**src/rtl/pc_branch_unit_pkg.sv**
```systemverilog
// Shared types and constants for the PC / branch-resolution stage.
package pc_branch_unit_pkg;

    // Branch condition selector, decoded against the stored ALU flags.
    typedef enum logic [2:0] {
        BR_NONE = 3'd0,
        BR_EQ   = 3'd1,
        BR_NE   = 3'd2,
        BR_LT   = 3'd3,
        BR_GE   = 3'd4,
        BR_JMP  = 3'd5
    } br_type_t;

    typedef enum logic [1:0] {
        StIdle   = 2'd0,
        StRun    = 2'd1,
        StHalted = 2'd2
    } pcu_state_t;

    localparam int unsigned PC_RESET = 0;

    // Raw condition result; the caller gates it with the RUN state.
    // Reserved encodings (6, 7) fall to the default and never take.
    function automatic logic br_cond(input logic [2:0] br_type,
                                     input logic       flag_eq,
                                     input logic       flag_lt);
        logic res;
        res = 1'b0;
        case (br_type)
            BR_EQ:   res = flag_eq;
            BR_NE:   res = ~flag_eq;
            BR_LT:   res = flag_lt;
            BR_GE:   res = ~flag_lt;
            BR_JMP:  res = 1'b1;
            default: res = 1'b0;
        endcase
        return res;
    endfunction

endpackage

```
**src/rtl/branch_lut.sv**
```systemverilog
// Branch-target table: register array, synchronous write, combinational read.
module branch_lut #(
    parameter int unsigned AW = 5,
    parameter int unsigned DW = 10
) (
    input  logic          clk,
    input  logic          reset,
    input  logic          wen,
    input  logic [AW-1:0] waddr,
    input  logic [DW-1:0] wdata,
    input  logic [AW-1:0] raddr,
    output logic [DW-1:0] rdata
);

    localparam int unsigned Depth = 1 << AW;

    logic [DW-1:0] mem_q [Depth];

    // Reset clears every entry; otherwise a single write per cycle.
    always_ff @(posedge clk) begin
        if (reset) begin
            for (int i = 0; i < Depth; i++) begin
                mem_q[i] <= '0;
            end
        end else if (wen) begin
            mem_q[waddr] <= wdata;
        end
    end

    // Reading the registered array gives old data on a same-index write.
    assign rdata = mem_q[raddr];

endmodule

```
**src/rtl/pc_branch_unit.sv**
```systemverilog
// Program counter, flag latch and branch resolution with IDLE/RUN/HALTED sequencing.
module pc_branch_unit
    import pc_branch_unit_pkg::*;
#(
    parameter int unsigned PC_W   = 10,
    parameter int unsigned LUT_AW = 5
) (
    input  logic              Clk,
    input  logic              Reset,
    input  logic              Start,
    input  logic              Halt_Req,
    input  logic              FlagWen,
    input  logic              ALU_equals,
    input  logic              ALU_lt,
    input  logic [2:0]        BrType,
    input  logic [LUT_AW-1:0] BrIdx,
    input  logic              LutWen,
    input  logic [LUT_AW-1:0] LutWaddr,
    input  logic [PC_W-1:0]   LutWdata,
    output logic [PC_W-1:0]   PC,
    output logic              FlagEq,
    output logic              FlagLt,
    output logic              Taken,
    output logic              Running,
    output logic              Done
);

    pcu_state_t      state_q, state_d;
    logic [PC_W-1:0] pc_q, pc_d;
    logic            flag_eq_q, flag_eq_d;
    logic            flag_lt_q, flag_lt_d;
    logic            running_q, done_q;
    logic [PC_W-1:0] lut_rdata;
    logic            taken;

    branch_lut #(
        .AW (LUT_AW),
        .DW (PC_W)
    ) u_lut (
        .clk   (Clk),
        .reset (Reset),
        .wen   (LutWen),
        .waddr (LutWaddr),
        .wdata (LutWdata),
        .raddr (BrIdx),
        .rdata (lut_rdata)
    );

    // Branch decision uses only the registered flags, so a same-cycle flag
    // write is not seen until the following instruction.
    always_comb begin
        taken = (state_q == StRun) && br_cond(BrType, flag_eq_q, flag_lt_q);
    end

    // Next-state, next-PC and flag-write logic.
    always_comb begin
        state_d   = state_q;
        pc_d      = pc_q;
        flag_eq_d = flag_eq_q;
        flag_lt_d = flag_lt_q;
        case (state_q)
            StIdle: begin
                // PC stays at the reset address on the leaving edge, so the
                // first fetch in RUN is address 0.
                pc_d = PC_W'(PC_RESET);
                if (!Start) begin
                    state_d = StRun;
                end
            end
            StRun: begin
                if (Start) begin
                    state_d = StIdle;
                    pc_d    = PC_W'(PC_RESET);
                end else if (Halt_Req) begin
                    state_d = StHalted;
                end else if (taken) begin
                    pc_d = lut_rdata;
                end else begin
                    pc_d = pc_q + PC_W'(1);
                end
                if (FlagWen && !Halt_Req) begin
                    flag_eq_d = ALU_equals;
                    flag_lt_d = ALU_lt;
                end
            end
            StHalted: begin
                if (Start) begin
                    state_d = StIdle;
                    pc_d    = PC_W'(PC_RESET);
                end
            end
            default: begin
                state_d = StIdle;
                pc_d    = PC_W'(PC_RESET);
            end
        endcase
    end

    // State registers; status outputs are registered copies of the next state.
    always_ff @(posedge Clk) begin
        if (Reset) begin
            state_q   <= StIdle;
            pc_q      <= PC_W'(PC_RESET);
            flag_eq_q <= 1'b0;
            flag_lt_q <= 1'b0;
            running_q <= 1'b0;
            done_q    <= 1'b0;
        end else begin
            state_q   <= state_d;
            pc_q      <= pc_d;
            flag_eq_q <= flag_eq_d;
            flag_lt_q <= flag_lt_d;
            running_q <= (state_d == StRun);
            done_q    <= (state_d == StHalted);
        end
    end

    assign PC      = pc_q;
    assign FlagEq  = flag_eq_q;
    assign FlagLt  = flag_lt_q;
    assign Taken   = taken;
    assign Running = running_q;
    assign Done    = done_q;

endmodule

```
**config.mk**
```make
export PLATFORM = sky130hd
export DESIGN_NAME = pc_branch_unit
export DESIGN_NICKNAME = d
export VERILOG_FILES = /design/src/rtl/pc_branch_unit_pkg.sv /design/src/rtl/branch_lut.sv /design/src/rtl/pc_branch_unit.sv
export SDC_FILE = /design/constraint.sdc
export NUM_CORES = 1
export LEC_CHECK = 0
export CORE_MARGIN = 1.5
export CORE_UTILIZATION = 64
export CTS_BUF_LIST = sky130_fd_sc_hd__clkbuf_8
export DETAILED_ROUTE_END_ITERATION = 10
export GPL_ROUTABILITY_DRIVEN = 0
export PLACE_DENSITY = 0.92
export SYNTH_ARGS = -nofsm -noshare
export SYNTH_HDL_FRONTEND = slang
export SYNTH_SLANG_ARGS = --single-unit
```
**constraint.sdc**
```tcl
create_clock -name Clk -period 2.9 [get_ports Clk]
set_input_delay 0.87 -clock Clk [delete_from_list [all_inputs] [get_ports Clk]]
set_output_delay 0.87 -clock Clk [all_outputs]
set_load 0.02 [all_outputs]
```
### Yosys cells after proc, flatten, opt, wreduce, memory -nomap -nowiden

Memories as Yosys holds them, arrays and structs flattened.
Cells that the tools add are included.

* memory bits (read-only): 0
* RAM bits: 320
* word-level logic and storage cells: 47
* bits in registers: 16
* bits of input ports: 31
* output and inout port bits: 15
* latch bits: 0
* memories kept: 1

Memory list
* u_lut.mem_q: words 32, bits a word 10, rd ports 1, clocked after memory_dff 0, wr ports 32, line branch_lut.sv:17 `logic [DW-1:0] mem_q [Depth];`

* multiplexer cells: 19
* shift operators: 0
* bitwise logic cells: 2
* $lt $le $gt $ge: 0
* divide/modulo/power cells: 0
* multiply operators: 0
* reductions and logical operators: 7
* add/sub/neg operators: 1
* equality and inequality tests: 11

Operator list (count)
* $mux W10: 5
* $pmux W10 S2: 1
* $add A10 B1 Y10 const B: 1
* $reduce_or A10 Y1: 1
* $mux W2: 4
* $eq A3 B2 Y1 const B: 2
* $eq A3 B3 Y1 const B: 2
* $mux W1: 6
* $pmux W2 S3: 1
* $mux W5: 1
* $pmux W1 S5: 1
* $eq A2 B1 Y1 const B: 2
* $eq A2 B2 Y1 const B: 2
* $reduce_and A2 Y1: 2
* $eq A3 B1 Y1 const B: 1
* $ne A3 B3 Y1 const B: 1
* $logic_and A1 B1 Y1: 2
* $logic_not A2 Y1: 1
* $ne A2 B2 Y1 const B: 1
* $not A1 Y1: 2
* $logic_not A1 Y1: 1

### Logic depth before layout (Yosys ltp)

Gate-level depths: netlist (run 1).

* depth after elaboration: 7
* mapped depth: 10
* mapped depth without buffers: 7

### Hierarchy

From an unflattened synthesis (run 1), not the netlist that was laid out.

* cell total of the unflattened synthesis: 1245
* area total of the unflattened synthesis: 16109.2 sq um

By module, submodules not included
* branch_lut: cells each 1143, seq. area each 9609.2 sq um, area an instance 15253.4 sq um, times used 1
* pc_branch_unit: cells each 102, seq. area each 320.3 sq um, area an instance 855.8 sq um, times used 1

### Worst setup path after synthesis (run 1)

OpenSTA, ideal clock, no wires.

* path type: input-to-reg
* start point: in BrIdx[0]
* end point: reg pc_q[0], in the netlist PC[0]
* path slack: 0.339 ns
* data arrival time: 2.441 ns
* buffers on the path: 3
* stages: 9
* setup time: 0.120 ns
* path through: buf_6 buf_12 buf_6 mux4_2 mux2i_1 o22ai_1 a211oi_1 nor2_1 a211o_1

* longest elaborated chain between the ends: 5

RTL lines
* start, declared: line pc_branch_unit.sv:16 `input logic [LUT_AW-1:0] BrIdx,`
* $mem_v2 Z32 W10
* $mux W10: line pc_branch_unit.sv:76 `end else if (taken) begin`
* $mux W10: line pc_branch_unit.sv:74 `end else if (Halt_Req) begin`
* $mux W10: line pc_branch_unit.sv:71 `if (Start) begin`
* $pmux W10 S2: line pc_branch_unit.sv:61 `case (state_q)`
* end signal, assigned: line pc_branch_unit.sv:103 `pc_q <= PC_W'(PC_RESET);`
* end signal, assigned: line pc_branch_unit.sv:110 `pc_q <= pc_d;`
* end, declared: line pc_branch_unit.sv:29 `logic [PC_W-1:0] pc_q, pc_d;`

Every way passes these cells. The select of a mux whose other input is x is not followed.
A chain may end at the register's enable or synchronous reset.

### Worst setup path after layout (run 1)

* start point: in BrType[0]
* end point: out Taken

* longest elaborated chain between the ends: 3

RTL lines
* start, declared: line pc_branch_unit.sv:15 `input logic [2:0] BrType,`
* $eq A3 B3 Y1, or another cell as far along: line pc_branch_unit_pkg.sv:29 `case (br_type)`
* $pmux W1 S5 (*): line pc_branch_unit_pkg.sv:29
* $logic_and A1 B1 Y1 (*): line pc_branch_unit.sv:52 `taken = (state_q == StRun) && br_cond(BrType, flag_eq_q, flag_lt_q);`
* end, declared: line pc_branch_unit.sv:23 `output logic Taken,`

Every way passes the cells marked *; elsewhere a longest branch is shown, timed or not.

==> impl_metrics.sql, run 1 <==
INSERT INTO impl_metrics (metric_group, metric, value, unit) VALUES
('flow_run', 'drv.max_cap_violation_count', '0', ''),
('timing', 'max_freq', '0.347', 'GHz'),
('detailed_routing', 'detail-route-antenna-nets', '0', ''),
('critical_path', 'timing.critical_path.to', 'Taken', ''),
('synth', 'synth-seq-area-share', '63.0', '%'),
('die', 'full_die_area', '25600', 'um2'),
('detailed_routing', 'detail_route.first_pass.iterations', '5', ''),
('synth', 'synth.top_cells.by_area', 'edfxtp_1 61%, and2_1 13%, mux4_2 10%', ''),
('timing', 'setup_viol', '0', ''),
('finish', 'area.growth.synth_to_final', '14.7', '%'),
('critical_path', 'reg2regPathDepth', '6', ''),
('synth', 'synth_area', '15800', 'um2'),
('critical_path', 'worst_ep_required_time', '2030', 'ps'),
('grt', 'globalRoute.totalOverflow', '0', ''),
('die', 'fp-row-count', '57', ''),
('critical_path', 'reg2reg_slack', '730', 'ps'),
('synth', 'synth-seq-cells', '336', ''),
('cts', 'cts_max_level', '2', ''),
('synth', 'yosys_warnings', '0', ''),
('status', 'status', 'complete, no violations', ''),
('critical_path', 'setup.worst_path.start', 'BrType[0]', ''),
('synth', 'async_flop_share', '0', '%'),
('synth', 'count_of_different_cell_masters_after_synthesis', '53', ''),
('synth', 'syn_area_per_cell', '14.4', 'um2'),
('cts', 'clk_pin_slew_worst_paths', '60', 'ps'),
('cts', 'clock_insertion_delay_worst_skew', '600', 'ps'),
('die', 'starting_utilization_of_the_core_area', '65.0', '%'),
('place', 'dp_hpwl', '25600', 'um'),
('timing', 'worst_slew_pin_slew', '659', 'ps'),
('synth', 'synth.cells.most_frequent', '321 x and2_1, 320 x edfxtp_1, 77 x clkbuf_1', ''),
('timing', 'worst_clock_skew', '38.9', 'ps'),
('cts', 'ctsHoldBuffers', '0', ''),
('grt', 'antenna_found_initial', '0', ''),
('critical_path', 'r2r_start', 'u_lut.mem_q[3][4]', ''),
('timing', 'finalHoldViolCount', '0', ''),
('synth', 'syn-num-nets', '1127', ''),
('cts', 'inserted_clock_buffers', '51', ''),
('detailed_routing', 'drc_errors', '0', ''),
('finish', 'num_antenna_cells', '0', ''),
('die', 'design.core.area', '24200', 'um2'),
('power', 'power.ir.vdd_worst', '0.000295', 'V'),
('finish', 'post_layout_nets', '1235', ''),
('timing', 'max_slew_margin', '55.0', '%'),
('timing', 'final-max-slew-violation-count', '0', ''),
('detailed_routing', 'routed_wl', '39800', 'um'),
('grt', 'via_count_of_the_first_global_routing_pass', '10400', ''),
('power', 'p_leak', '6.57', 'nW'),
('critical_path', 'startpoint_type', 'input port', ''),
('synth', 'synth_top_area_cell', 'edfxtp_1', ''),
('synth', 'netlist_instances', '1095', ''),
('cts', 'num_clock_sinks', '336', ''),
('synth', 'synthMostInstantiatedCell', 'and2_1', ''),
('timing', 'setup_tns', '0', 'ps'),
('critical_path', 'worst_r2r_dst', 'PC[4]', ''),
('finish', 'nFillCells', '1286', ''),
('grt', 'grt_first_pass_wirelength', '60800', 'um'),
('power', 'power-per-cell-area', '572', 'nW/um2'),
('grt', 'grt_start_max_net_pins', '33', ''),
('timing', 'rsz0062_at_grt', 'no', ''),
('critical_path', 'critical_path.endpoint_type', 'output port', ''),
('die', 'fp.dieH', '160', 'um'),
('detailed_routing', 'avgViaCountPerCell', '6.50', ''),
('cts', 'clock_tree_root', 'clkbuf_8', ''),
('timing', 'min_period_over_period', '99.3', '%'),
('worst_hold_path', 'hold_path_class', 'flop to flop', ''),
('die', 'num_io_pins', '46', ''),
('detailed_routing', 'drt_first_iter_violations', '1670', ''),
('detailed_routing', 'vias', '10200', ''),
('synth', 'synth_enable_flop_cells', '320', ''),
('finish', 'layout-drive-gt1-share', '24.0', '%'),
('critical_path', 'critPathArrivalTime', '2010', 'ps'),
('grt', 'grtUsageTotal', '32.1', '%'),
('place', 'placement.io_buffers', '45', ''),
('finish', 'final_design_area_no_fill', '18100', 'um2'),
('place', 'placed_cell_area', '17000', 'um2'),
('die', 'die_x', '160', 'um'),
('timing', 'finalWorstPathRequiredPeriod', '2880', 'ps'),
('cts', 'tritoncts_clock_tree', 'done', ''),
('detailed_routing', 'post_drt_wl_per_cell', '25.4', 'um'),
('critical_path', 'timing.critical_path.fanout_max', '3', ''),
('synth', 'dominantRegCellSynth', 'edfxtp_1', ''),
('synth', 'yosys.area.top_type_share', '61.0', '%'),
('cts', 'cts_buffer_depth', '3', ''),
('critical_path', 'path_class', 'input port to output port', '');
area by class of cell:
cell class,instances,area (um2),area share (%)
Sequential cell,336,9930,54.9
Multi-Input combinational cell,656,5380,29.8
Timing Repair Buffer,154,1360,7.52
Clock buffer,57,785,4.34
Tap cell,324,405,2.24
Clock inverter,35,200,1.11
Inverter,4,15.0,0.0831
metrics by stage:
step / setup slack (ps) / power, mW / std cells / utilization, % / hold WS, ps
after floorplan: 339 / 6.20 / 1095 / - / 444
after global placement: -438 / 6.56 / 1470 / 70.3 / 453
after detailed placement: -513 / 6.60 / 1470 / 70.3 / 472
after CTS: 8.14 / 10.3 / 1563 / 74.4 / 480
after global routing: 3.49 / 10.6 / 1566 / 74.6 / 516
final: 18.9 / 10.3 / 1566 / 74.6 / 477
registers in the layout (all words and copies together) (netlist names):
signal / count
u_lut.mem_q: 320
FlagLt: 1
state_q: 2
PC: 10
Running: 1
FlagEq: 1
Done: 1
cell usage in the layout (no fill, tap or decap), drive strengths merged, types with 3 or more instances in the layout:
cell / instances
dfxtp: 16
and2: 321
a31oi: 4
clkdlybuf4s50: 41
nand2: 24
nand3: 9
buf: 113
mux2: 3
o22ai: 5
o32ai: 3
inv: 23
or2: 34
or3: 4
clkbuf: 57
a211oi: 9
nand2b: 9
o21ai: 9
mux4: 78
nor3: 7
nand3b: 6
nor2: 52
a2111oi: 5
clkinv: 12
nor4: 3
a21oi: 12
nor2b: 10
mux2i: 17
o211ai: 6
edfxtp: 320
critical path, stage by stage:
cell             delay (ps)
clkdlybuf4s50_1         470
inv_2                    50
o211a_1                 240
o21ai_2                 170
inv_2                    70
buf_6                   130
worst min-delay path by stage:
stage,from,to,slack (ps),depth (start not counted)
finish,state_q[1],Running,480,1
detailed placement,state_q[1],Running,470,1
global route,state_q[1],Running,520,1
global placement,state_q[1],Running,450,1
CTS,state_q[1],Running,480,1
floorplan,state_q[1],Running,440,1
repair_timing:
action | in CTS | in global routing
setup endpoints to repair | 1 | 1
resized for setup | 5 | 7
cloned | 0 | 0
pin swaps | 1 | 3
buffers inserted | 1 | 3
layer usage:
layer,vias up,track usage [%],routed length (um)
met3,155,6.88,4940
met4,0,15.8,1980
met5,-,0,0
met1,4948,42.0,13600
li1,4207,-,-
met2,864,51.8,19300
report_power, final:
| group | switching, mW | internal (mW) | total [mW] |
|---|---|---|---|
| logic | 0.514 | 0.390 | 0.904 |
| registers | 0.0844 | 5.55 | 5.64 |
| clock network | 1.82 | 1.98 | 3.80 |
| total | 2.42 | 7.92 | 10.3 |
kinds of logic after synthesis:
family | Yosys count | share of synthesized area, %
AND/OR/NAND/NOR | 486 | 18.1
XOR/XNOR | 3 | 0.167
flip-flops | 336 | 63.0
multiplexers | 98 | 12.6
AO/OA/AOI/OAI | 68 | 3.07
buffers and inverters | 103 | 2.95
adder cells (fa/ha/maj) | 1 | 0.0794
Power figures use the tool's default switching activity.
==> run 2: changes to the inputs <==
Settings changed: PLACE_DENSITY 0.92 to 0.86.
==> impl_metrics.sql, run 2 (same netlist as run 1, synthesis figures left out) <==
INSERT INTO impl_metrics (metric_group, metric, value, unit) VALUES
('finish', 'nFillCells', '1431', ''),
('critical_path', 'setup.worst_path.start', 'BrType[2]', ''),
('power', 'total_power', '10.2', 'mW'),
('critical_path', 'critPathArrivalTime', '1950', 'ps'),
('finish', 'area.growth.synth_to_final', '14.5', '%'),
('grt', 'globalRoute.totalOverflow', '0', ''),
('finish', 'largest_register_ff_count', '320', ''),
('place', 'placement.io_buffers', '45', ''),
('grt', 'grtUsageMet3', '5.74', '%'),
('detailed_routing', 'routed_wl', '38500', 'um'),
('power', 'power.ir.vdd_worst', '0.000278', 'V'),
('timing', 'timing.hold.ws', '489', 'ps'),
('critical_path', 'critical_path.endpoint_type', 'output port', ''),
('timing', 'rsz0062_at_grt', 'no', ''),
('critical_path', 'critPathBufInv', '3', ''),
('grt', 'met1_usage', '41.7', '%'),
('grt', 'antenna_found_initial', '1', ''),
('timing', 'worst_clock_skew', '32.4', 'ps'),
('die', 'design.core.area', '24200', 'um2'),
('finish', 'most_flop_heavy_register', 'u_lut.mem_q', ''),
('timing', 'final-max-slew-violation-count', '0', ''),
('finish', 'stdcell_count', '1565', ''),
('finish', 'layout-drive-gt1-share', '23.8', '%'),
('place', 'numPlacedInstances', '1472', ''),
('timing', 'postLayoutSetupSlackWorst', '84.3', 'ps'),
('critical_path', 'startpoint_type', 'input port', ''),
('critical_path', 'worst_path_dominant_cell_family', 'buffers and inverters', ''),
('finish', 'post_layout_nets', '1234', ''),
('power', 'power-per-cell-area', '565', 'nW/um2'),
('grt', 'global_route.usage.met2', '51.0', '%'),
('timing', 'finalWorstPathRequiredPeriod', '2820', 'ps'),
('detailed_routing', 'avgViaCountPerCell', '6.28', ''),
('place', 'dp_slack', '-460', 'ps'),
('grt', 'grt_start_max_net_pins', '33', ''),
('timing', 'max_slew_margin', '62.0', '%'),
('timing', 'min_period_over_period', '97.1', '%'),
('die', 'full_die_area', '25600', 'um2'),
('detailed_routing', 'post_drt_wl_per_cell', '24.6', 'um'),
('critical_path', 'worst_path_largest_cell_delay', '490', 'ps'),
('critical_path', 'path_class', 'input port to output port', ''),
('critical_path', 'timing.critical_path.fanout_max', '2', ''),
('place', 'dp_hpwl', '25300', 'um'),
('cts', 'cts_buffer_depth', '3', ''),
('critical_path', 'critical_path_depth', '6', ''),
('cts', 'tritoncts_clock_tree', 'done', ''),
('cts', 'clock_insertion_delay_worst_skew', '580', 'ps'),
('cts', 'ctsHoldBuffers', '0', ''),
('die', 'fp.dieH', '160', 'um'),
('critical_path', 'worst_ep_required_time', '2030', 'ps'),
('grt', 'via_count_of_the_first_global_routing_pass', '9958', ''),
('worst_hold_path', 'hold_path_class', 'flop to flop', ''),
('grt', 'grtUsageTotal', '31.1', '%'),
('critical_path', 'critical_path.cell_chain', 'clkdlybuf4s50_1 -> nor2_1 -> a211oi_2 -> o21ai_2 -> inv_2 -> buf_6', ''),
('cts', 'post_cts_buffers', '0', ''),
('die', 'fp-row-count', '57', ''),
('detailed_routing', 'drt_first_iter_violations', '1312', ''),
('cts', 'clock_tree_root', 'clkbuf_8', ''),
('critical_path', 'reg2regPathDepth', '5', ''),
('critical_path', 'timing.critical_path.to', 'Taken', ''),
('detailed_routing', 'vias', '9835', ''),
('timing', 'max_freq', '0.355', 'GHz'),
('cts', 'num_clock_sinks', '336', ''),
('grt', 'grt_first_pass_wirelength', '58600', 'um'),
('die', 'die_x', '160', 'um'),
('power', 'p_leak', '6.59', 'nW'),
('timing', 'finalHoldViolCount', '0', ''),
('timing', 'worst_slew_pin_slew', '555', 'ps'),
('die', 'num_io_pins', '46', ''),
('cts', 'inserted_clock_buffers', '52', ''),
('finish', 'num_antenna_cells', '0', ''),
('detailed_routing', 'detail-route-antenna-nets', '0', ''),
('timing', 'setup_viol', '0', ''),
('detailed_routing', 'drc_errors', '0', ''),
('grt', 'globalRoute.busiestLayer', 'met2', ''),
('detailed_routing', 'detail_route.first_pass.iterations', '7', ''),
('cts', 'clk_pin_slew_worst_paths', '60', 'ps'),
('cts', 'cts_max_level', '2', ''),
('finish', 'layout.cells.most_common', 'and2_1', ''),
('critical_path', 'r2r_start', 'u_lut.mem_q[13][4]', ''),
('critical_path', 'worst_r2r_dst', 'PC[4]', ''),
('critical_path', 'cp_slowest_cell', 'clkdlybuf4s50_1', ''),
('critical_path', 'reg2reg_slack', '890', 'ps'),
('status', 'status', 'complete, no violations', ''),
('flow_run', 'drv.max_cap_violation_count', '0', ''),
('finish', 'most-common-layout-cells', '321 x and2_1, 320 x edfxtp_1, 99 x buf_4', ''),
('die', 'starting_utilization_of_the_core_area', '65.0', '%');
[run 2: worst reg2reg max path: stages, from the launching register on]
cell      delay [ps]
edfxtp_1         360
mux4_1           570
mux4_2           540
nor2_1           110
nor4_1            60
a211o_1          270
[run 2: where the power goes]
group | internal [mW] | switching, mW
logic | 0.391 | 0.509
registers | 5.55 | 0.0783
clock network | 1.86 | 1.80
[run 2: stage by stage]
stage	TNS, ps	area [um2]	utilization (%)
detailed placement	-619	17100	70.4
global route	0	18000	74.4
floorplan	0	15800	-
CTS	0	18000	74.3
finish	0	18000	74.4
global placement	-445	17100	70.4
[run 2: area by class of cell]
cell class,count,area [um2],share of cell area [%]
Sequential cell,336,9930,55.0
Timing Repair Buffer,152,1370,7.61
Tap cell,324,405,2.25
Clock inverter,37,174,0.964
Multi-Input combinational cell,656,5370,29.8
Clock buffer,56,771,4.27
Inverter,4,15.0,0.0832
[run 2: metal layers]
layer | share of wire, % | wire, um
met5 | 0 | 0
met4 | 3.7 | 1410
met3 | 10 | 3920
met2 | 49 | 18900
met1 | 37 | 14300
[run 2: how the worst min path moves through the flow]
stage | from | end | slack (ps) | depth (start not counted)
2_1_floorplan | state_q[1] | Running | 440 | 1
3_3_place_gp | state_q[1] | Running | 450 | 1
3_5_place_dp | state_q[1] | Running | 480 | 1
4_1_cts | state_q[1] | Running | 490 | 1
5_1_grt | state_q[1] | Running | 500 | 1
6_report | state_q[1] | Running | 490 | 1
[run 2: repair_timing]
item                                    4_1_cts  5_1_grt
resized for setup                             5        7
endpoints found under the setup margin        1        1
endpoints found under the hold margin         0        0
pin swaps                                     0        3
